`config.mk`:
```
export PLATFORM = sky130hd
export DESIGN_NAME = quiz_score_engine
export DESIGN_NICKNAME = d
export VERILOG_FILES = /design/src/rtl/quiz_pkg.sv /design/src/rtl/buzz_arbiter.sv /design/src/rtl/quiz_score_engine.sv
export SDC_FILE = /design/constraint.sdc
export NUM_CORES = 1
export LEC_CHECK = 0
export ABC_AREA = 1
export CORE_ASPECT_RATIO = 1.2
export CORE_MARGIN = 8
export CORE_UTILIZATION = 43
export DETAILED_ROUTE_END_ITERATION = 8
export PLACE_DENSITY = 0.69
export RECOVER_POWER = 25
export SYNTH_ARGS = -nofsm -noshare
export SYNTH_HDL_FRONTEND = slang
export SYNTH_SLANG_ARGS = --single-unit
```
`constraint.sdc`:
```
create_clock -name clk -period 5.36 [get_ports clk]
set_input_delay 1.072 -clock clk [delete_from_list [all_inputs] [get_ports clk]]
set_output_delay 1.072 -clock clk [all_outputs]
set_load 0.1 [all_outputs]
```
`src/rtl/quiz_pkg.sv`:
```
// Shared types and helpers for the quiz score engine and its buzzer arbiter.
package quiz_pkg;

  typedef enum logic [1:0] {
    ST_IDLE   = 2'd0,
    ST_ARMED  = 2'd1,
    ST_LOCKED = 2'd2,
    ST_UPDATE = 2'd3
  } state_t;

  // Ceiling log2, never below 1 so a two-player index is still one bit wide.
  function automatic int clog2(input int n);
    int r;
    r = 1;
    while ((1 << r) < n) r++;
    return r;
  endfunction

endpackage

```
`src/rtl/buzz_arbiter.sv`:
```
// Rising-edge detector on the player buttons with a lowest-index priority pick.
module buzz_arbiter
  import quiz_pkg::*;
#(
  parameter  int N_PLAYERS = 4,
  localparam int PID_W     = clog2(N_PLAYERS)
) (
  input  logic                 clk,
  input  logic                 rst,
  input  logic [N_PLAYERS-1:0] buzz,
  output logic                 hit,
  output logic [PID_W-1:0]     hit_id
);

  logic [N_PLAYERS-1:0] buzz_prev;
  logic [N_PLAYERS-1:0] buzz_edge;

  // History resets to all ones so a button held through reset is not an edge.
  always_ff @(posedge clk or negedge rst) begin
    if (!rst) begin
      buzz_prev <= '1;
    end else begin
      buzz_prev <= buzz;
    end
  end

  assign buzz_edge = buzz & ~buzz_prev;
  assign hit       = |buzz_edge;

  always_comb begin
    hit_id = '0;
    for (int i = N_PLAYERS - 1; i >= 0; i--) begin
      if (buzz_edge[i]) hit_id = PID_W'(i);
    end
  end

endmodule

```
`src/rtl/quiz_score_engine.sv`:
```
// N-player buzzer/score controller with saturating scores, answer timeout and leader tracking.
//   state  | meaning
//   IDLE   | waiting for start; buttons and judge ignored
//   ARMED  | round open; first new press locks, else timeout voids the round
//   LOCKED | a player holds the answer right; waiting for a single judge pulse
//   UPDATE | one cycle: write the locked player's score, then back to IDLE
module quiz_score_engine
  import quiz_pkg::*;
#(
  parameter  int N_PLAYERS   = 4,
  parameter  int SCORE_W     = 8,
  parameter  int INIT_SCORE  = 20,
  parameter  int PTS_RIGHT   = 10,
  parameter  int PTS_WRONG   = 5,
  parameter  int TIMEOUT_CYC = 16,
  localparam int PID_W       = clog2(N_PLAYERS)
) (
  input  logic                         clk,
  input  logic                         rst,
  input  logic                         start,
  input  logic [N_PLAYERS-1:0]         buzz,
  input  logic                         judge_yes,
  input  logic                         judge_no,
  input  logic                         reload,
  output logic                         lock_valid,
  output logic [PID_W-1:0]             lock_id,
  output logic                         round_void,
  output logic [1:0]                   state,
  output logic [N_PLAYERS*SCORE_W-1:0] scores,
  output logic [PID_W-1:0]             leader_id
);

  localparam int                 TMR_W      = clog2(TIMEOUT_CYC);
  localparam logic [TMR_W-1:0]   TMR_LAST   = TMR_W'(TIMEOUT_CYC - 1);
  localparam logic [SCORE_W-1:0] SCORE_INIT = SCORE_W'(INIT_SCORE);
  localparam logic [SCORE_W-1:0] SCORE_MAX  = '1;
  localparam logic [SCORE_W:0]   RIGHT_EXT  = (SCORE_W + 1)'(PTS_RIGHT);
  localparam logic [SCORE_W-1:0] WRONG_PTS  = SCORE_W'(PTS_WRONG);

  state_t               state_q;
  logic [TMR_W-1:0]     timer_q;
  logic                 lock_valid_q;
  logic [PID_W-1:0]     lock_id_q;
  logic                 round_void_q;
  logic                 op_add_q;
  logic [SCORE_W-1:0]   score_q [N_PLAYERS];
  logic [PID_W-1:0]     leader_q;

  logic                 hit;
  logic [PID_W-1:0]     hit_id;

  logic [SCORE_W-1:0]   cur_score;
  logic [SCORE_W:0]     sum_ext;
  logic [SCORE_W-1:0]   add_score;
  logic [SCORE_W-1:0]   sub_score;
  logic [SCORE_W-1:0]   new_score;
  logic [SCORE_W-1:0]   best_score;
  logic [PID_W-1:0]     best_id;

  buzz_arbiter #(
    .N_PLAYERS (N_PLAYERS)
  ) u_arb (
    .clk    (clk),
    .rst    (rst),
    .buzz   (buzz),
    .hit    (hit),
    .hit_id (hit_id)
  );

  // Extra carry bit catches overflow so the add clamps instead of wrapping.
  always_comb begin
    cur_score = score_q[lock_id_q];
    sum_ext   = {1'b0, cur_score} + RIGHT_EXT;
    add_score = sum_ext[SCORE_W] ? SCORE_MAX : sum_ext[SCORE_W-1:0];
    sub_score = (cur_score < WRONG_PTS) ? '0 : (cur_score - WRONG_PTS);
    new_score = op_add_q ? add_score : sub_score;
  end

  // Strict greater-than keeps the lowest index on ties.
  always_comb begin
    best_id    = '0;
    best_score = score_q[0];
    for (int i = 1; i < N_PLAYERS; i++) begin
      if (score_q[i] > best_score) begin
        best_score = score_q[i];
        best_id    = PID_W'(i);
      end
    end
  end

  always_ff @(posedge clk or negedge rst) begin
    if (!rst) begin
      state_q      <= ST_IDLE;
      timer_q      <= '0;
      lock_valid_q <= 1'b0;
      lock_id_q    <= '0;
      round_void_q <= 1'b0;
      op_add_q     <= 1'b0;
    end else begin
      round_void_q <= 1'b0;
      if (reload) begin
        state_q      <= ST_IDLE;
        timer_q      <= '0;
        lock_valid_q <= 1'b0;
      end else begin
        case (state_q)
          ST_IDLE: begin
            if (start) begin
              state_q <= ST_ARMED;
              timer_q <= '0;
            end
          end
          ST_ARMED: begin
            if (hit) begin
              lock_id_q    <= hit_id;
              lock_valid_q <= 1'b1;
              state_q      <= ST_LOCKED;
            end else if (timer_q == TMR_LAST) begin
              state_q      <= ST_IDLE;
              round_void_q <= 1'b1;
            end else begin
              timer_q <= timer_q + TMR_W'(1);
            end
          end
          ST_LOCKED: begin
            if (judge_yes ^ judge_no) begin
              op_add_q <= judge_yes;
              state_q  <= ST_UPDATE;
            end
          end
          ST_UPDATE: begin
            lock_valid_q <= 1'b0;
            state_q      <= ST_IDLE;
          end
          default: state_q <= ST_IDLE;
        endcase
      end
    end
  end

  always_ff @(posedge clk or negedge rst) begin
    if (!rst) begin
      for (int i = 0; i < N_PLAYERS; i++) score_q[i] <= SCORE_INIT;
      leader_q <= '0;
    end else begin
      leader_q <= best_id;
      if (reload) begin
        for (int i = 0; i < N_PLAYERS; i++) score_q[i] <= SCORE_INIT;
      end else if (state_q == ST_UPDATE) begin
        score_q[lock_id_q] <= new_score;
      end
    end
  end

  for (genvar g = 0; g < N_PLAYERS; g++) begin : g_flat
    assign scores[g*SCORE_W +: SCORE_W] = score_q[g];
  end

  assign state      = state_q;
  assign lock_valid = lock_valid_q;
  assign lock_id    = lock_id_q;
  assign round_void = round_void_q;
  assign leader_id  = leader_q;

endmodule

```
==> metrics list, run 1 <==
* Number of clock buffers inserted by TritonCTS: 5
- Worst path depth: 22
- Number of nets in the finished design: 628
- Clock tree synthesis found a total of 49 sinks.
- Last weighted congestion value of the routability-driven placer: 0.908
* Number of warning messages in the yosys log: 0
- All-layer global routing usage: 19.4%
- Worst rel slew slack: -77.3%
- 0 antenna diodes ended up in the layout.
- When the netlist entered floorplanning its net count stood at 578.
* TritonCTS clock tree: yes
* Number of antenna-violating nets in the routed design: 0
- Fraction of final layout cells sized beyond drive strength 1: 11.5%
- Largest delay share family, worst path: simple AND/OR/NAND/NOR gates
- 50 I/O pins were placed.
* Worst-path cell with the longest stage delay: dfstp_2
- The mapped netlist covers 3750 sq um.
- After layout, the worst path uses 82.0% of the clock period.
* Cells resized by post-CTS repair: 0
- Number of flops mapped to enable cells by yosys: 0
- Reg2reg setup slack: 0.97 ns
- For this run, the leading register cell type out of synthesis is dfrtp_1.
- For this run, design rule violations remaining after detail routing come to 0.
* Overall via count from detail_route: 3698
- The checks that failed: capacitance limit, slew limit.
- The cell that appears most often on the critical path is nand2_1.
- Avg Vias per Cell: 5.22
- Async set-or-reset flop fraction in the synthesized netlist: 100%
- Remaining global-route overflow: 0
- Hold slack final: 0.525 ns
- Transition time at the pin with the least slew margin: 2.66 ns
- After filler insertion, the fill cell instance count of the layout stands at 878.
* WS Path Type: reg2reg
* Mapped Cells: 540
* Average wire per cell in the routed design: 15.9 um
- Worst R2R End: leader_id[0]$_DFF_PN0_
- Yosys mapped the design onto 35 distinct sky130hd cell types.
- Slowest Stage Delay on Critical Path: 0.58 ns
- The first global-routing pass estimated 18400 um of wire.
- Worst Skew: 0.0116 ns
* Post-CTS setup buffer count: 0
* Worst path cell trace: inv_1, ha_1, nand2_1, nor2_1, nand4_1, nand2_1, nand2_1, and2_1, ha_1, nand2_1, nor2_1, nand3_1, o21ai_2, nand3_1, o21ai_0, ha_1, a21oi_1, o21ai_0, a21oi_1, o21ai_0, o31ai_1, nand2_1
- In the final layout, flip-flops and latches occupy 1240 sq um.
* DPL Wire Length: 8950 um
- At the later pin of the worst-skew pair, clock insertion delay measures 0.32 ns.
- Clock-pin slew was measured on the worst setup and hold paths at 0.10 ns.
- The number of antenna violations at the first check in global routing came to 0.
- Rows: 37
- Across all setup checks in the final design, the least slack found is 0.966 ns.
- Hold buffer count at cts: 0
- Number of buffers between clock root and the deepest sink: 2
* Unrepaired setup endpoints after global routing: no
- Drt total wl: 11300 um
- Layout overhead on the synthesized area: 17.8%
* Pin count of the biggest net entering global routing: 50
* Area of the die: 12000 sq um
- Hold Path Class: reg2reg
* WP data required: 5.56 ns
* Number of optimization iterations in the first detailed-route pass: 5
- In the final timing run, aggregate negative setup slack is 0 ns.
* Root Buffer Master: clkbuf_8
- Horizontal die dimension: 101 um
- Number of design-rule violations left by the first detailed-router iteration: 224
* Clock period minus worst slack: 4.39 ns
- Depth of the CTS H-tree: 2
* CP max FO: 18
- For this configuration, the core starts out at a cell density of 44.0%.
* Critical path data arrival time: 4.60 ns
- A synthesized cell averages 6.94 sq um.
- Sequential cells were found to cover 33.1% of the synthesized design area.
* Final setup violation count: 0
- Prior to clock tree synthesis, the placed netlist has a worst setup slack of 0.976 ns.
- Footprint of the multi-input gates: 2190 sq um
- The region available for standard cell placement spans 8520 sq um.
* End point of the critical path: leader_id[0]$_DFF_PN0_
* Yosys reg bits: 49
- Vias in the first global route: 3781
* Worst Reg-to-Reg Cells: 22
* Status: complete, but fails checks
- Crit start category: flip-flop
- The worst setup path is captured at a flip-flop.
* FMAX: 228 MHz
- Port bufs: 49
- The die is 118 um tall.
- The tool flagged a number of max-cap violations equal to 1.
* Slew Limit Fails: 50
- The most critical setup path has its startpoint at scores[4]$_DFFE_PN1P_.
* Worst reg2reg startpoint: scores[4]$_DFFE_PN1P_
- Together, buffers and inverters on the worst path number 1.
- The final-report hold violation count is 0.
[routing by layer]
layer	vias to the layer above	part of all wire, %	track usage, %	routed length (um)
li1	1837	-	-	-
met1	1722	41	22.8	4630
met2	110	50	32.9	5590
met3	29	5.9	3.99	661
met4	0	3.6	8.59	403
met5	-	0	0	0
[worst reg2reg max path, cell delays in order, from the launching register on]
cell	delay, ns
dfstp_2	0.58
inv_1	0.08
ha_1	0.28
nand2_1	0.05
nor2_1	0.11
nand4_1	0.31
nand2_1	0.33
nand2_1	0.10
and2_1	0.15
ha_1	0.29
nand2_1	0.07
nor2_1	0.14
nand3_1	0.11
o21ai_2	0.50
nand3_1	0.13
o21ai_0	0.13
ha_1	0.29
a21oi_1	0.15
o21ai_0	0.09
a21oi_1	0.13
o21ai_0	0.08
o31ai_1	0.10
nand2_1	0.09
[cell families after synthesis]
kind of cell | share of synthesized area [%]
AO/OA/AOI/OAI | 9.35
XOR/XNOR | 0.468
adder cells (fa/ha/maj) | 9.35
buffers and inverters | 8.31
flip-flops | 33.1
AND/OR/NAND/NOR | 39.4
[worst min path at each step]
stage                                 startpoint                endpoint  slack, ns  cells after the start
final                     lock_valid$_DFFE_PN0P_  lock_valid$_DFFE_PN0P_       0.53                      2
after detailed placement  lock_valid$_DFFE_PN0P_  lock_valid$_DFFE_PN0P_       0.50                      2
after floorplan           timer_q[0]$_DFFE_PN0P_  timer_q[0]$_DFFE_PN0P_       0.49                      1
after global placement    lock_valid$_DFFE_PN0P_  lock_valid$_DFFE_PN0P_       0.49                      2
after global routing      scores[16]$_DFFE_PN0P_  scores[16]$_DFFE_PN0P_       0.55                      2
after CTS                 lock_valid$_DFFE_PN0P_  lock_valid$_DFFE_PN0P_       0.53                      2
[stage by stage]
| step | instance area (sq um) | utilization (%) | std cells |
|---|---|---|---|
| floorplan | 3750 | - | 540 |
| global placement | 4320 | 50.7 | 700 |
| global route | 4410 | 51.8 | 708 |
| detailed placement | 4320 | 50.7 | 700 |
| finish | 4410 | 51.8 | 708 |
| CTS | 4420 | 51.9 | 708 |
[cell usage after synthesis (2+ instances only)]
master | instances | share of area (%)
inv_1 | 60 | 6.0
dfstp_2 | 12 | 8.4
and2_1 | 8 | 1.3
o22ai_1 | 2 | 0.33
a21oi_1 | 22 | 2.9
o21ai_1 | 4 | 0.53
nand2_1 | 186 | 19
nand3_2 | 4 | 1.1
o31ai_1 | 2 | 0.40
nand4_1 | 5 | 0.83
o21ai_0 | 21 | 2.8
nand3_1 | 62 | 8.3
ha_1 | 28 | 9.3
buf_6 | 4 | 1.2
nor2_1 | 29 | 2.9
a21oi_2 | 3 | 0.70
dfrtp_1 | 37 | 25
inv_2 | 5 | 0.50
nand2_4 | 2 | 0.60
nor2_4 | 3 | 0.90
nor2_2 | 7 | 1.2
nand2_2 | 20 | 3.3
buf_4 | 2 | 0.40
[layout make-up]
cell class | instances | share of cell area (%)
Multi-Input combinational cell | 418 | 49.7
Sequential cell | 49 | 28.1
Timing Repair Buffer | 50 | 11.1
Inverter | 66 | 5.61
Tap cell | 117 | 3.32
Clock buffer | 5 | 1.56
Clock inverter | 3 | 0.567
[placed cells by master (no fill, tap or decap), types with 5 or more instances in the layout]
cell and instances:
a21oi_1 22, inv_1 60, nand4_1 5, dfrtp_1 37, and2_1 8, ha_1 28
dfstp_2 12, inv_2 5, nor2_2 7, o21ai_0 21, nand2_2 20, clkbuf_8 5
clkdlybuf4s50_1 44, nand3_1 62, nand2_1 186, nor2_1 29
[registers in the layout (all words and copies together), names as in the netlist, 2 cells and up]
register	flops
scores	32
timer_q	4
lock_id	2
leader_id	2
state	2
u_arb.buzz_prev	4
Power of run 1 is left out: the tool's default activity adds up to more than one toggle a clock period on the data nets, which glitch-free logic cannot reach.
==> inputs of run 2 (changes only) <==
--- a/config.mk
+++ b/config.mk
@@ -10,7 +10,7 @@
 export CORE_MARGIN = 8
 export CORE_UTILIZATION = 43
 export DETAILED_ROUTE_END_ITERATION = 8
-export PLACE_DENSITY = 0.69
+export PLACE_DENSITY = 0.71
 export RECOVER_POWER = 25
 export SYNTH_ARGS = -nofsm -noshare
 export SYNTH_HDL_FRONTEND = slang
==> constraint.sdc (replaced) <==
create_clock -name clk -period 3.9 [get_ports clk]
set_input_delay 0.78 -clock clk [delete_from_list [all_inputs] [get_ports clk]]
set_output_delay 0.78 -clock clk [all_outputs]
set_load 0.1 [all_outputs]
==> metrics list, run 2 (synthesized netlist as in run 1, its figures left out) <==
* Worst-path cell with the longest stage delay: dfstp_4
* Number of optimization iterations in the first detailed-route pass: 5 (unchanged)
- Pin count of the biggest net entering global routing: 28 (-44%)
* Critical path data arrival time: 4.40 ns (-0.20 ns)
* Initial cell density of the core: 44.0% (unchanged)
* Avg Vias per Cell: 5.47 (+4.8%)
- Hold Path Class: reg2reg
- Vias in the first global route: 3915 (+3.5%)
* Violated checks: capacitance limit, slew limit, setup timing
- Setup repair after global routing could not meet its margin everywhere.
- The area inside the core boundary was 8520 sq um (unchanged).
- Crit start category: flip-flop
- The critical path in this run is classified as reg2reg.
- The aggregate global-route resource usage came to 20.2% (+0.78 points).
* CP max FO: 8 (-10)
- The DRC violations left was 0 (unchanged).
- Number of nets in the finished design: 657 (+4.6%)
- The largest stage delay on the critical path was 0.64 ns (+0.06 ns).
- Number of clock buffers inserted by TritonCTS: 5 (unchanged)
- The final max-slew violation count was 28 (-44%).
- The largest clock skew in the final design came to 0.00989 ns (-0.00167 ns).
- The final-layout setup total negative slack came to -0.595 ns (-0.595 ns).
* Most frequent standard cell in the layout excluding fill and tap cells: nand2_1
- Area of the die: 12000 sq um (unchanged)
* Clock period minus worst slack: 4.22 ns (-0.173 ns)
- Number of placed I/O pins: 50 (unchanged)
- The fill cell total of the finished layout came to 787 (-10%).
* Clock slew at reported path FFs: 0.10 ns (about the same)
- Worst path cell trace: inv_4, ha_4, nand2_2, nor2_2, nand4_1, nand2_4, nand2_2, and2_4, ha_4, nand2_4, o21ai_2, nand2_1, o211ai_1, buf_4, o21ai_4, buf_4, nand3_1, o21ai_1, ha_1, nand3_2, o31ai_4, nand2_1
- The fraction of layout cells with a size suffix above 1 came to 29.7% (+18 points).
- STA classifies the critical path endpoint as a flip-flop.
- The register-to-register path setup slack came to -0.32 ns (-1.29 ns).
* Last weighted congestion value of the routability-driven placer: 0.917 (+0.94%)
- The number of antenna violations at the first check in global routing came to 0 (unchanged).
* Depth of the CTS H-tree: 2 (unchanged)
- TritonCTS built the clock tree.
- The clock insertion delay at the later pin of the skew report came to 0.32 ns (about the same).
- Setup ws final: -0.321 ns (-1.29 ns)
- The count of final setup violators came to 2 (+2).
- Number of antenna-violating nets in the routed design: 0 (unchanged)
- The achievable clock frequency is 237 MHz (+4.1%).
- Seq. cell area: 1270 sq um (+2.2%)
- DPL Wire Length: 9120 um (+1.8%)
- The initial detailed-routing violation count came to 318 (+42%).
* Layout overhead on the synthesized area: 37.0%
- Root Buffer Master: clkbuf_8
- Antenna cells: 0 (unchanged)
- WP data required: 4.08 ns (-1.48 ns)
* Tcrit/Tclk final: 108% (+26 points)
- Commonest cells after routing, fill and taps aside: nand2_1, inv_1, nand3_1
- The chip height was 118 um (unchanged).
* Number of flip-flops under the largest register name: 32 (unchanged)
- The horizontal die dimension was 101 um (unchanged).
* Status: complete, but fails checks
* Worst rel slew slack: -7.10% (+70 points)
- The global-route wire length before repair was 19300 um (+4.7%).
* Count of clock tree sinks: 49 (unchanged)
* Number of buffers between clock root and the deepest sink: 2 (unchanged)
- Max cap viols: 1 (unchanged)
- Transition time at the pin with the least slew margin: 1.61 ns (-1.05 ns)
- Fin. Hold Viols: 0 (unchanged)
- The total overflow reported by the global router was 0 (unchanged).
- Port bufs: 49 (unchanged)
* Average wire per cell in the routed design: 17.6 um (+10%)
- The via count is 4033 (+9.1%).
- The number of cell rows is 37 (unchanged).
- The total area of multi-input combinational cells came to 2680 sq um (+22%).
* Final core area utilization: 60.3% (+8.5 points)
- The total wirelength of the detailed-routed design was 13000 um (+15%).
[run 2: metrics by stage]
stage | setup WS [ns] | instances | cell area, sq um | hold WS (ns)
floorplan | -0.173 | 540 | 3820 | 0.484
global placement | -0.0193 | 717 | 4500 | 0.487
detailed placement | -0.130 | 717 | 4500 | 0.497
CTS | 0.0108 | 730 | 4710 | 0.505
global route | -0.384 | 737 | 5130 | 0.545
finish | -0.321 | 737 | 5130 | 0.515
[run 2: repair_timing]
action,4_1_cts,5_1_grt
setup endpoints to repair,2,2
hold buffers,0,0
hold endpoints to repair,0,0
gates resized for setup,16,77
buffers inserted,4,7
gates cloned,2,0
pin swaps,17,32
[run 2: final timing paths]
kind / cells after the start / to / start
worst max-delay path: 22 / leader_id[1]$_DFF_PN0_ / scores[4]$_DFFE_PN1P_
min in group asynchronous: 1 / scores[19]$_DFFE_PN0P_ / rst
worst min-delay path: 2 / scores[8]$_DFFE_PN0P_ / scores[8]$_DFFE_PN0P_
worst min register to register: 2 / scores[8]$_DFFE_PN0P_ / scores[8]$_DFFE_PN0P_
worst max register to register: 22 / leader_id[1]$_DFF_PN0_ / scores[4]$_DFFE_PN1P_
max in group asynchronous: 2 / scores[5]$_DFFE_PN0P_ / rst
[run 2: metal layers]
layer | share of wire, % | GRT usage, % | vias up
li1 | - | - | 1914
met1 | 40 | 23.7 | 1902
met2 | 50 | 34.8 | 171
met3 | 4.9 | 3.05 | 46
met4 | 5.8 | 9.34 | 0
met5 | 0 | 0 | -
[run 2: layout make-up]
| cell class | count | share of cell area (%) |
|---|---|---|
| multi-input cells | 420 | 52.2 |
| clock buffers | 5 | 1.34 |
| inverters | 66 | 4.87 |
| well taps | 117 | 2.85 |
| repair buffers | 77 | 13.6 |
| clock inverters | 3 | 0.439 |
| flip-flops and latches | 49 | 24.7 |
[run 2: critical path, delay by kind of cell (launching register included)]
kind / cells / cell delay, ns
and+or+nand+nor: 11 / 1.38
adders and majority gates: 3 / 0.91
AOI/OAI and AO/OA: 5 / 0.78
DFF: 1 / 0.64
buffers and inverters: 3 / 0.39
Power of run 2 is left out for the same reason.
==> inputs of run 3 (changes only) <==
--- a/config.mk
+++ b/config.mk
@@ -5,12 +5,12 @@
 export SDC_FILE = /design/constraint.sdc
 export NUM_CORES = 1
 export LEC_CHECK = 0
-export ABC_AREA = 1
 export CORE_ASPECT_RATIO = 1.2
 export CORE_MARGIN = 8
 export CORE_UTILIZATION = 43
+export CTS_CLUSTER_DIAMETER = 150
 export DETAILED_ROUTE_END_ITERATION = 8
-export PLACE_DENSITY = 0.71
+export PLACE_DENSITY = 0.72
 export RECOVER_POWER = 25
 export SYNTH_ARGS = -nofsm -noshare
 export SYNTH_HDL_FRONTEND = slang
==> metrics list, run 3 <==
- Average wire per cell in the routed design: 18.9 um (+7.8%)
- The fraction of layout cells with a size suffix above 1 is 26.0% (-3.7 points).
* Drt total wl: 9630 um (-26%)
- Number of antenna-violating nets in the routed design: 0 (unchanged)
* Worst Skew: 0.00839 ns (-0.00150 ns)
- Number of placed I/O pins: 50 (unchanged)
* Aggregate negative setup slack: -1.27 ns (-0.675 ns)
- Sequential element share of the synthesized area: 36.9% (+3.8 points)
- Commonest cells after routing, fill and taps aside: clkdlybuf4s50_1, buf_4, dfrtp_1
- Depth of the CTS H-tree: 2 (unchanged)
- The cell count after synthesis came to 338 (-37%).
- Area of the die: 10900 sq um (-8.9%)
* Commonest register cell after synthesis: dfrtp_1
* Number of clock buffers inserted by TritonCTS: 5 (unchanged)
- The starting density of the core came to 44.1% (+0.096 points).
- Vias in the first global route: 3068 (-22%)
* Layout overhead on the synthesized area: 30.9%
- The CTS sink count came to 49 (unchanged).
- The biggest fanout along the worst timing path was 4 (-4).
* FMAX: 221 MHz (-6.9%)
* Number of flops mapped to enable cells by yosys: 0 (unchanged)
- TritonCTS built the clock tree.
- The total inserted antenna cells was 0 (unchanged).
- The chip height was 113 um (-4.6%).
- The initial detailed-routing violation count is 202 (-36%).
* Horizontal die dimension: 96.7 um (-4.5%)
- The actual transition at the worst max-transition pin came to 1.99 ns (+0.386 ns).
* Initial antenna violation count: 0 (unchanged)
* DRC: 0 (unchanged)
* Async set-or-reset flop fraction in the synthesized netlist: 100% (unchanged)
- Core outline area: 7620 sq um (-11%)
- Syn Nets: 376 (-35%)
- The count of final setup violators came to 2 (unchanged).
- The final max-slew violation count was 36 (+29%).
* Number of optimization iterations in the first detailed-route pass: 4 (-1)
- Netlist area before placement: 3360 sq um (-10%)
* Fin. Hold Viols: 0 (unchanged)
* Mean instance size in the synthesized netlist: 9.94 sq um (+43%)
* Number of flip-flops under the largest register name: 32 (unchanged)
- Unrepaired setup endpoints after global routing: yes
- The HPWL after detailed placement is 7260 um (-20%).
- Area leader, netlist: dfrtp_1
- Most frequent standard cell in the layout excluding fill and tap cells: clkdlybuf4s50_1
- The routability-driven placement congestion ratio is 0.893 (-2.6%).
* Yosys reg bits: 49 (unchanged)
- Most instantiated cells after synthesis: dfrtp_1, ha_1, inv_1, nor2_1, o21ai_0
* Max cap viols: 1 (unchanged)
- Top cells by area, synth: dfrtp_1, ha_1, dfstp_2, mux2_2, mux4_2
- The count of hold-fix buffers inserted at cts is 0 (unchanged).
- The number of cell rows came to 35 (-5.4%).
- Fraction of synthesized cell area taken by the top area cell type: 27.6% (+2.9 points)
- The via count is 2958 (-27%).
- The flow ran to the end, but the final reports show violations.
* Count of different cell masters after synthesis: 49 (+40%)
* Remaining global-route overflow: 0 (unchanged)
- The number of warnings printed during yosys synthesis was 0 (unchanged).
* Number of nets in the finished design: 453 (-31%)
* Later-pin clock latency in the skew report: 0.31 ns (about the same)
- The data required time of the worst path came to 4.11 ns (+0.03 ns).
- All-layer global routing usage: 17.1% (-3.0 points)
- The share of the clock period used by the worst path after layout is 116% (+8.1 points).
* Number of buffers between clock root and the deepest sink: 2 (unchanged)
* Port bufs: 49 (unchanged)
- Hold slack final: 0.539 ns (+0.0244 ns)
- Violated checks: capacitance limit, slew limit, setup timing
- The worst path setup slack after routing is -0.635 ns (-0.314 ns).
- The average via count per standard cell came to 5.82 (+6.4%).
- Among all cell types in the netlist, the one instantiated most often is dfrtp_1.
* Worst rel slew slack: -32.8% (-26 points)
- Place WS: -0.722 ns (-0.592 ns)
- Clock slew at reported path FFs: 0.10 ns (about the same)
* Root Buffer Master: clkbuf_8
- WS Path Type: reg2reg
- The minimum clock period was 4.53 ns (+0.314 ns).
- STA classifies the critical path startpoint as a flip-flop.
* Type of element capturing the critical path: flip-flop
- The largest net degree at the start of global routing is 36 (+29%).
- The min-delay analysis places its worst path in the category reg2reg.
- The global-route wire length before repair is 15500 um (-20%).
* Critical path data arrival time: 4.74 ns (+0.34 ns)
run 3: cell count changes after synthesis, moves of 12 or more:
cell	change
mux2_2	+16
nand3_1	-56
nand2_1	-169
inv_1	-34
a22o_1	+12
nand2_2	-20
run 3: final timing paths:
check                                        from                     end  slack, ns  cells after the start
max in group asynchronous                     rst   scores[5]$_DFFE_PN0P_       1.48                      1
setup / recovery            scores[2]$_DFFE_PN1P_  leader_id[0]$_DFF_PN0_      -0.63                     23
hold / removal             timer_q[1]$_DFFE_PN0P_  timer_q[1]$_DFFE_PN0P_       0.54                      1
min in group asynchronous                     rst   scores[6]$_DFFE_PN0P_       1.01                      1
hold reg to reg            timer_q[1]$_DFFE_PN0P_  timer_q[1]$_DFFE_PN0P_       0.54                      1
setup reg to reg            scores[2]$_DFFE_PN1P_  leader_id[0]$_DFF_PN0_      -0.63                     23
run 3: critical path, cell delays in order (launching register included):
cell      delay (ns)
dfstp_4         0.64
inv_4           0.04
ha_4            0.27
nand3_4         0.07
o22ai_4         0.20
o21bai_1        0.09
a22oi_2         0.27
buf_6           0.16
buf_12          0.10
mux2i_1         0.29
ha_1            0.31
buf_4           0.14
a21oi_1         0.12
o21ai_1         0.09
o21a_1          0.16
mux2_4          0.33
ha_4            0.21
nor2b_4         0.12
o21a_1          0.16
o21a_1          0.16
o21a_1          0.16
o21bai_1        0.11
a22o_1          0.17
o21ai_1         0.07
run 3: metrics by stage:
stage / std cells / instance area [sq um] / utilization [%]
CTS: 504 / 4290 / 56.3
global placement: 494 / 4150 / 54.5
floorplan: 338 / 3430 / -
detailed placement: 494 / 4150 / 54.5
global route: 508 / 4400 / 57.7
finish: 508 / 4400 / 57.7
run 3: cell families (layout without fill, tap and decap cells):
kind of cell	Yosys count	in the layout	share of synthesized area [%]
AO/OA/AOI/OAI	96	96	20.0
XOR/XNOR	7	7	1.82
adder cells (fa/ha/maj)	28	28	10.4
buffers and inverters	41	119	5.36
flip-flops	49	49	36.9
multiplexers	32	32	12.7
AND/OR/NAND/NOR	85	85	12.7
run 3: timing repair:
item                       4_1_cts  5_1_grt
setup endpoints to repair        2        2
buffers inserted                 2        4
pin swaps                        6        9
resized for setup                8       11
run 3: layer usage:
metal	wire length, um	share of wire [%]	track usage, %
met1	3710	38	18.7
met2	5010	52	30.6
met3	618	6.4	3.84
met4	293	3.0	8.32
met5	0	0	0
run 3: final cells by class:
| cell class | instances | area (sq um) |
|---|---|---|
| Inverter | 26 | 100 |
| Clock inverter | 3 | 21.3 |
| Tap cell | 92 | 115 |
| Multi-Input combinational cell | 248 | 2060 |
| Sequential cell | 49 | 1260 |
| Timing Repair Buffer | 85 | 769 |
| Clock buffer | 5 | 68.8 |
| Fill cell | 640 | 3220 |
Power of run 3 is left out for the same reason.
==> patch 1: new RTL, config.mk and constraints of run 3 <==
Set the parameter `TIMEOUT_CYC` to 32 (it was 16).
--- a/src/rtl/quiz_score_engine.sv
+++ b/src/rtl/quiz_score_engine.sv
@@ -12,7 +12,7 @@
   parameter  int INIT_SCORE  = 20,
   parameter  int PTS_RIGHT   = 10,
   parameter  int PTS_WRONG   = 5,
-  parameter  int TIMEOUT_CYC = 16,
+  parameter  int TIMEOUT_CYC = 32,
   localparam int PID_W       = clog2(N_PLAYERS)
 ) (
   input  logic                         clk,
Check against the original RTL: same outputs for any inputs over 10 cycles, from zero or initial values and one cycle with rst low; that may be too few to reach the edited logic, so the function may still have changed.
==> patch 1 against run 3 <==
The flow still finishes with violations (capacitance limit, slew limit, setup timing). First-iteration DRC count decreased by 34%. Final cell count grew 0.98%. Clock skew rose by 0.91 ps. Die area rose by 0.91%. Setup slack got worse by 100 ps. Routed wire length decreased by 2.7%. Via count down 0.64%. Non-clock buffer count down 6. Cell area increased by 0.68%. Sequential cell count up 1. Synthesized area grew 1.1%.
Power is left out: it rests on default switching activity, and per cell area and clock period it moved more than threefold.
==> patch 1: results (changes against run 3) <==
----------------------------------------------------
[Detailed routing]
  Via-per-instance ratio ... 5.729 (-1.6%)
  DRT Wirelength ... 9363 microns (-2.7%)
  Overall via count from detail_route ... 2,939 (-0.64%)
  Iteration-0 DRC Markers ... 134 (-34%)
  DR pass1 iterations ... 5 (+1)

[Placement]
  Count of placed standard cells including taps ... 502 (+1.6%)
  Port Buffers ... 49 (unchanged)
  Total half-perimeter wirelength after legalization and detailed placement ... 7472 microns (+2.9%)
  Routability congestion estimate from global placement ... 0.9465 (+6.0%)

[Run status]
  Violations in the final reports ... capacitance limit, slew limit, setup timing
  Result of the run ... finished with violations

[Cells and area]
  Number of nets in the layout ... 459 (+1.3%)
  Antenna cell count ... 0 (unchanged)
  Max reg flops ... 32 (unchanged)
  Fraction of final layout cells with drive strength greater than 1 ... 26.60% (+0.64 points)

[GRT]
  Pin count of the biggest net entering global routing ... 36 (unchanged)
  Number of global-route vias before repair ... 3,089 (+0.68%)
  Leftover overflow at the end of global routing ... 0 (unchanged)
  Initial antenna violation count ... 0 (unchanged)
  Combined global-route utilization of all metal layers ... 16.88% (-0.27 points)
  Wire length of the first global-routing pass ... 15,320 microns (-1.2%)

[Yosys]
  Synthesized instance count ... 345 (+2.1%)
  Main area contributors after synthesis ... dfrtp_1 (28%), ha_1 (11%), dfstp_2 (9.3%)
  FFs w/ async S/R, synth ... 100.0% (unchanged)
  Commonest cells post-synth ... dfrtp_1 (38), nand2_1 (35), ha_1 (29)
  Share of synthesized area occupied by flip-flops and latches ... 37.29% (+0.34 points)
  Count of distinct cell types in the synthesized netlist ... 58 (+18%)
  Total of warnings raised by yosys ... 0 (unchanged)
  Syn_nets ... 384 (+2.1%)

[Worst hold path]
  Worst hold start ... timer_q[4]$_DFFE_PN0P_
  Instance count along the most critical hold path ... 2 (+1)
  Hold/Removal Path Class ... flip-flop to flip-flop
  End point of the worst hold path ... timer_q[4]$_DFFE_PN0P_

[CTS]
  Clock Root Buffer ... clkbuf_8
  Worst-path clk slew ... 100 ps (about the same)
  Number of buffers inserted during clock tree synthesis ... 5 (unchanged)
  H-tree lvl count ... 2 (unchanged)
  Worst-Skew Late Latency ... 310 ps (about the same)
  Worst-case clock buffer depth ... 2 (unchanged)

[Timing]
  Slew headroom ... -25.61% (+7.2 points)
  Min setup slack post-route ... -739.0 ps (-104.1 ps)
  Total count of max-transition violations in the final report ... 36 (unchanged)
  Final setup viols ... 2 (unchanged)
  Post-route clock skew ... 9.294 ps (+0.9054 ps)

[Setup path]
  Worst R2R Start ... scores[2]$_DFFE_PN1P_
  Max stage delay on crit path ... 640 ps (about the same)
  Worst reg-to-reg path cell count ... 24 (+4.3%)
  Maximum fanout along the worst path ... 8 (+4)
  Reg-to-Reg End ... leader_id[0]$_DFF_PN0_
  Arrival time at the worst endpoint ... 4850 ps (+110 ps)
  Slowest cell on crit path ... dfstp_4

[Job]
  Number of max-cap violations ... 1 (unchanged)

----------------------------------------------------
[patch 1: changes by cell type in the layout (fill, tap and decap cells not counted), moves of 3 or more]
cell,change
a21o_1,-3
o21ai_0,+3
o21ai_1,+7
nor3_1,-3
mux2_2,-5
nor2_1,-5
a22o_1,-3
a2bb2oi_1,+3
a32o_1,-5
nand2_1,+17
buf_4,-3
a21oi_2,+4
o31ai_1,-4
[patch 1: final cells by class]
type                    instances  area [sq um]
multi-input cells             259          2097
flip-flops and latches         50          1295
repair buffers                 79         705.7
inverters                      25         98.84
clock inverters                 3         47.55
fillers                       660          3236
clock buffers                   5         68.82
well taps                      92         115.1
[patch 1: cells by family (layout without fill, tap and decap cells)]
family / count (synthesis) / count (layout) / synth area share [%]
and+or+nand+nor: 102 / 102 / 15.03
AOI/OAI and AO/OA: 95 / 95 / 19.31
muxes: 28 / 28 / 12.05
buffers and inverters: 36 / 112 / 4.348
adders and majority gates: 29 / 29 / 10.69
xor gates and xnor gates: 5 / 5 / 1.290
DFF: 50 / 50 / 37.29
[patch 1: how the worst max path moves through the flow]
stage,endpoint,slack [ps],cells past startpoint,from
floorplan,leader_id[0]$_DFF_PN0_,-800,24,scores[4]$_DFFE_PN1P_
global placement,leader_id[0]$_DFF_PN0_,-620,22,scores[4]$_DFFE_PN1P_
detailed placement,leader_id[0]$_DFF_PN0_,-750,22,scores[4]$_DFFE_PN1P_
CTS,leader_id[0]$_DFF_PN0_,-670,23,scores[4]$_DFFE_PN1P_
global route,leader_id[0]$_DFF_PN0_,-930,24,scores[2]$_DFFE_PN1P_
finish,leader_id[0]$_DFF_PN0_,-740,24,scores[2]$_DFFE_PN1P_
[patch 1: repair_timing]
action                                 in CTS  in global routing
gates cloned                                0                  0
setup endpoints to repair                   2                  2
endpoints found under the hold margin       0                  0
pin swaps                                   0                  1
gates resized for setup                     3                 13
buffers inserted                            0                  3
[patch 1: stage by stage]
stage,instance area [sq um],hold WS [ps],util [%],setup WS [ps],TNS (ps)
floorplan,3481,456.3,-,-799.6,-1440
global placement,4220,471.1,55.07,-617.0,-1080
CTS,4348,504.8,56.73,-673.2,-1186
finish,4428,502.2,57.78,-739.0,-1315
detailed placement,4220,483.6,55.07,-746.2,-1334
global route,4428,548.9,57.78,-930.2,-1704
[patch 1: worst max-delay path: cells and delay by family, from the launching register on]
kind	cells	cell delay (ps)
AO/OA/AOI/OAI	13	1960
buffers and inverters	2	260
flip-flops	1	640
multiplexers	2	570
AND/OR/NAND/NOR	4	390
adder cells (fa/ha/maj)	3	700
[patch 1: metal layers]
layer	up-vias	part of all wire, %	GRT usage (%)
li1	1409	-	-
met1	1416	42	19.44
met2	96	51	29.84
met3	18	4.9	3.413
met4	0	2.4	6.680
met5	-	0	0
==> patch 2: new RTL, config.mk and constraints of run 3 <==
Without the edit above. Add an input register stage for `start`, `buzz`, `judge_yes`, `judge_no` and `reload`; this delays them by one clock.
--- a/src/rtl/quiz_score_engine.sv
+++ b/src/rtl/quiz_score_engine.sv
@@ -37,6 +37,20 @@
   localparam logic [SCORE_W:0]   RIGHT_EXT  = (SCORE_W + 1)'(PTS_RIGHT);
   localparam logic [SCORE_W-1:0] WRONG_PTS  = SCORE_W'(PTS_WRONG);
 
+  logic start_q;
+  logic [N_PLAYERS-1:0] buzz_q;
+  logic judge_yes_q;
+  logic judge_no_q;
+  logic reload_q;
+
+  always_ff @(posedge clk) begin
+    start_q     <= start;
+    buzz_q      <= buzz;
+    judge_yes_q <= judge_yes;
+    judge_no_q  <= judge_no;
+    reload_q    <= reload;
+  end
+
   state_t               state_q;
   logic [TMR_W-1:0]     timer_q;
   logic                 lock_valid_q;
@@ -62,7 +76,7 @@
   ) u_arb (
     .clk    (clk),
     .rst    (rst),
-    .buzz   (buzz),
+    .buzz   (buzz_q),
     .hit    (hit),
     .hit_id (hit_id)
   );
@@ -98,14 +112,14 @@
       op_add_q     <= 1'b0;
     end else begin
       round_void_q <= 1'b0;
-      if (reload) begin
+      if (reload_q) begin
         state_q      <= ST_IDLE;
         timer_q      <= '0;
         lock_valid_q <= 1'b0;
       end else begin
         case (state_q)
           ST_IDLE: begin
-            if (start) begin
+            if (start_q) begin
               state_q <= ST_ARMED;
               timer_q <= '0;
             end
@@ -123,8 +137,8 @@
             end
           end
           ST_LOCKED: begin
-            if (judge_yes ^ judge_no) begin
-              op_add_q <= judge_yes;
+            if (judge_yes_q ^ judge_no_q) begin
+              op_add_q <= judge_yes_q;
               state_q  <= ST_UPDATE;
             end
           end
@@ -144,7 +158,7 @@
       leader_q <= '0;
     end else begin
       leader_q <= best_id;
-      if (reload) begin
+      if (reload_q) begin
         for (int i = 0; i < N_PLAYERS; i++) score_q[i] <= SCORE_INIT;
       end else if (state_q == ST_UPDATE) begin
         score_q[lock_id_q] <= new_score;
Check against the original RTL: not equivalent (Yosys sat finds a counterexample within 4 cycles, from zero or initial values and one cycle with rst low).
==> patch 2 against run 3 <==
Via count up 3.9%. Sequential cell count increased by 8. Critical path type unchanged. Cell area grew 4.8%. Hold slack got worse by 230 ps. Synthesized area is 4.2% higher. The run still ends with capacitance limit, slew limit, setup timing left. Routed wire length rose by 2.7%. Setup slack better by 180 ps. Utilization decreased by 0.24 points.
Power is left out: it rests on default switching activity, and per cell area and clock period it moved more than threefold.
==> patch 2: results (changes against run 3) <==
----------------------------------------------------
[Detailed routing]
  Detail Route met3 WL ... 629 microns (+1.8%)
  Via-per-instance ratio ... 5.657 (-2.8%)
  Wirelength per Cell ... 18.20 microns (-4.0%)
  Iteration-0 DRC Markers ... 236 (+17%)
  Met1 wire length ... 4054 microns (+9.4%)
  Uppermost metal layer occupied by signal nets ... met4
  Met2 layer wire length in the routed design ... 5047 microns (+0.78%)
  Overall via count from detail_route ... 3,072 (+3.9%)

[Timing]
  Total count of max-transition violations in the final report ... 41 (+14%)
  Post-route clock skew ... 5.717 ps (-2.672 ps)
  Final setup viols ... 2 (unchanged)
  Min setup slack post-route ... -458.8 ps (+176.1 ps)
  Tightest Pin Transition ... 2213 ps (+220.7 ps)
  Final total negative setup slack ... -907.6 ps (+361.9 ps)

[Placement]
  Placed cell areas ... 4367 sq um (+5.2%)
  Dpl ws ... -499.5 ps (+222.5 ps)
  Total half-perimeter wirelength after legalization and detailed placement ... 7661 microns (+5.5%)
  Count of placed standard cells including taps ... 524 (+6.1%)
  Routability congestion estimate from global placement ... 0.9090 (+1.8%)

[Setup path]
  Startpoint of the worst setup timing path ... scores[2]$_DFFE_PN1P_
  Arrival time at the worst endpoint ... 4580 ps (-160 ps)
  Maximum fanout along the worst path ... 5 (+1)
  Worst Setup Start Kind ... flip-flop
  Max stage delay on crit path ... between 600 and 700 ps
  Worst reg-to-reg path cell count ... 22 (-4.3%)

[Yosys]
  Syn_nets ... 396 (+5.3%)
  FFs w/ async S/R, synth ... 85.96% (-14 points)
  Main area contributors after synthesis ... dfrtp_1 (26%), ha_1 (10%), dfstp_2 (9.0%)
  Count of distinct cell types in the synthesized netlist ... 49 (unchanged)
  Commonest cells post-synth ... nand2_1 (42), dfrtp_1 (37), ha_1 (28)
  Synthesized instance count ... 358 (+5.9%)
  Share of synthesized area occupied by flip-flops and latches ... 40.04% (+3.1 points)

[GRT]
  Global-route track usage on met3 ... 5.027% (+1.2 points)
  GR met2 Demand/Resource ... 32.89% (+2.3 points)
  Wire length of the first global-routing pass ... 16,370 microns (+5.6%)
  Number of global-route vias before repair ... 3,325 (+8.4%)
  Pin count of the biggest net entering global routing ... 41 (+14%)
  Combined global-route utilization of all metal layers ... 18.56% (+1.4 points)
  Routing usage on met1 ... 20.72% (+2.0 points)

[Run status]
  Violations in the final reports ... capacitance limit, slew limit, setup timing
  Result of the run ... finished with violations

[Cells and area]
  Number of nets in the layout ... 481 (+6.2%)
  Fraction of final layout cells with drive strength greater than 1 ... 26.34% (+0.38 points)
  Filler cells ... 692 (+8.1%)
  Max reg flops ... 32 (unchanged)

[CTS]
  H-tree lvl count ... 3 (+1)
  Worst-path clk slew ... 70 ps (-30 ps)
  Number of buffers inserted during clock tree synthesis ... 9 (+4)
  Worst-Skew Late Latency ... 330 ps (+20 ps)

[Floorplanning]
  Number of placement rows ... 36 (+2.9%)

[Job]
  Number of max-cap violations ... 1 (unchanged)

----------------------------------------------------
==> patch 2: final cells by class <==
type | count | area, sq um | area share, %
multi-input combinational | 266 | 2052 | 44.53
sequential | 57 | 1435 | 31.14
timing repair buffer | 84 | 739.5 | 16.05
clock buffer | 13 | 148.9 | 3.231
tap | 95 | 118.9 | 2.579
inverter | 25 | 96.34 | 2.091
clock inverter | 3 | 17.52 | 0.3801
==> patch 2: logic make-up (layout without fill, tap and decap cells) <==
| family | count (synthesis) | count (layout) | share of synthesized area (%) |
|---|---|---|---|
| DFF | 57 | 57 | 40.04 |
| and+or+nand+nor | 110 | 110 | 15.52 |
| adders and majority gates | 28 | 28 | 10.01 |
| AOI/OAI and AO/OA | 93 | 93 | 17.45 |
| muxes | 28 | 28 | 11.01 |
| xor gates and xnor gates | 7 | 7 | 1.752 |
| buffers and inverters | 35 | 125 | 4.218 |
==> patch 2: how the worst min path moves through the flow <==
stage,start,to,cells after the start,slack [ps]
after floorplan,buzz_q[0]$_DFF_P_,u_arb.buzz_prev[0]$_DFF_PN1_,0,300
after global placement,buzz_q[0]$_DFF_P_,u_arb.buzz_prev[0]$_DFF_PN1_,0,300
after detailed placement,buzz_q[3]$_DFF_P_,u_arb.buzz_prev[3]$_DFF_PN1_,0,300
after CTS,buzz_q[3]$_DFF_P_,u_arb.buzz_prev[3]$_DFF_PN1_,0,310
after global routing,buzz_q[3]$_DFF_P_,u_arb.buzz_prev[3]$_DFF_PN1_,0,320
final,buzz_q[3]$_DFF_P_,u_arb.buzz_prev[3]$_DFF_PN1_,0,310
==> patch 2: timing repair <==
item,4_1_cts,5_1_grt
pin swaps,6,4
gates resized for setup,3,9
endpoints found under the setup margin,2,2
buffers inserted,1,2
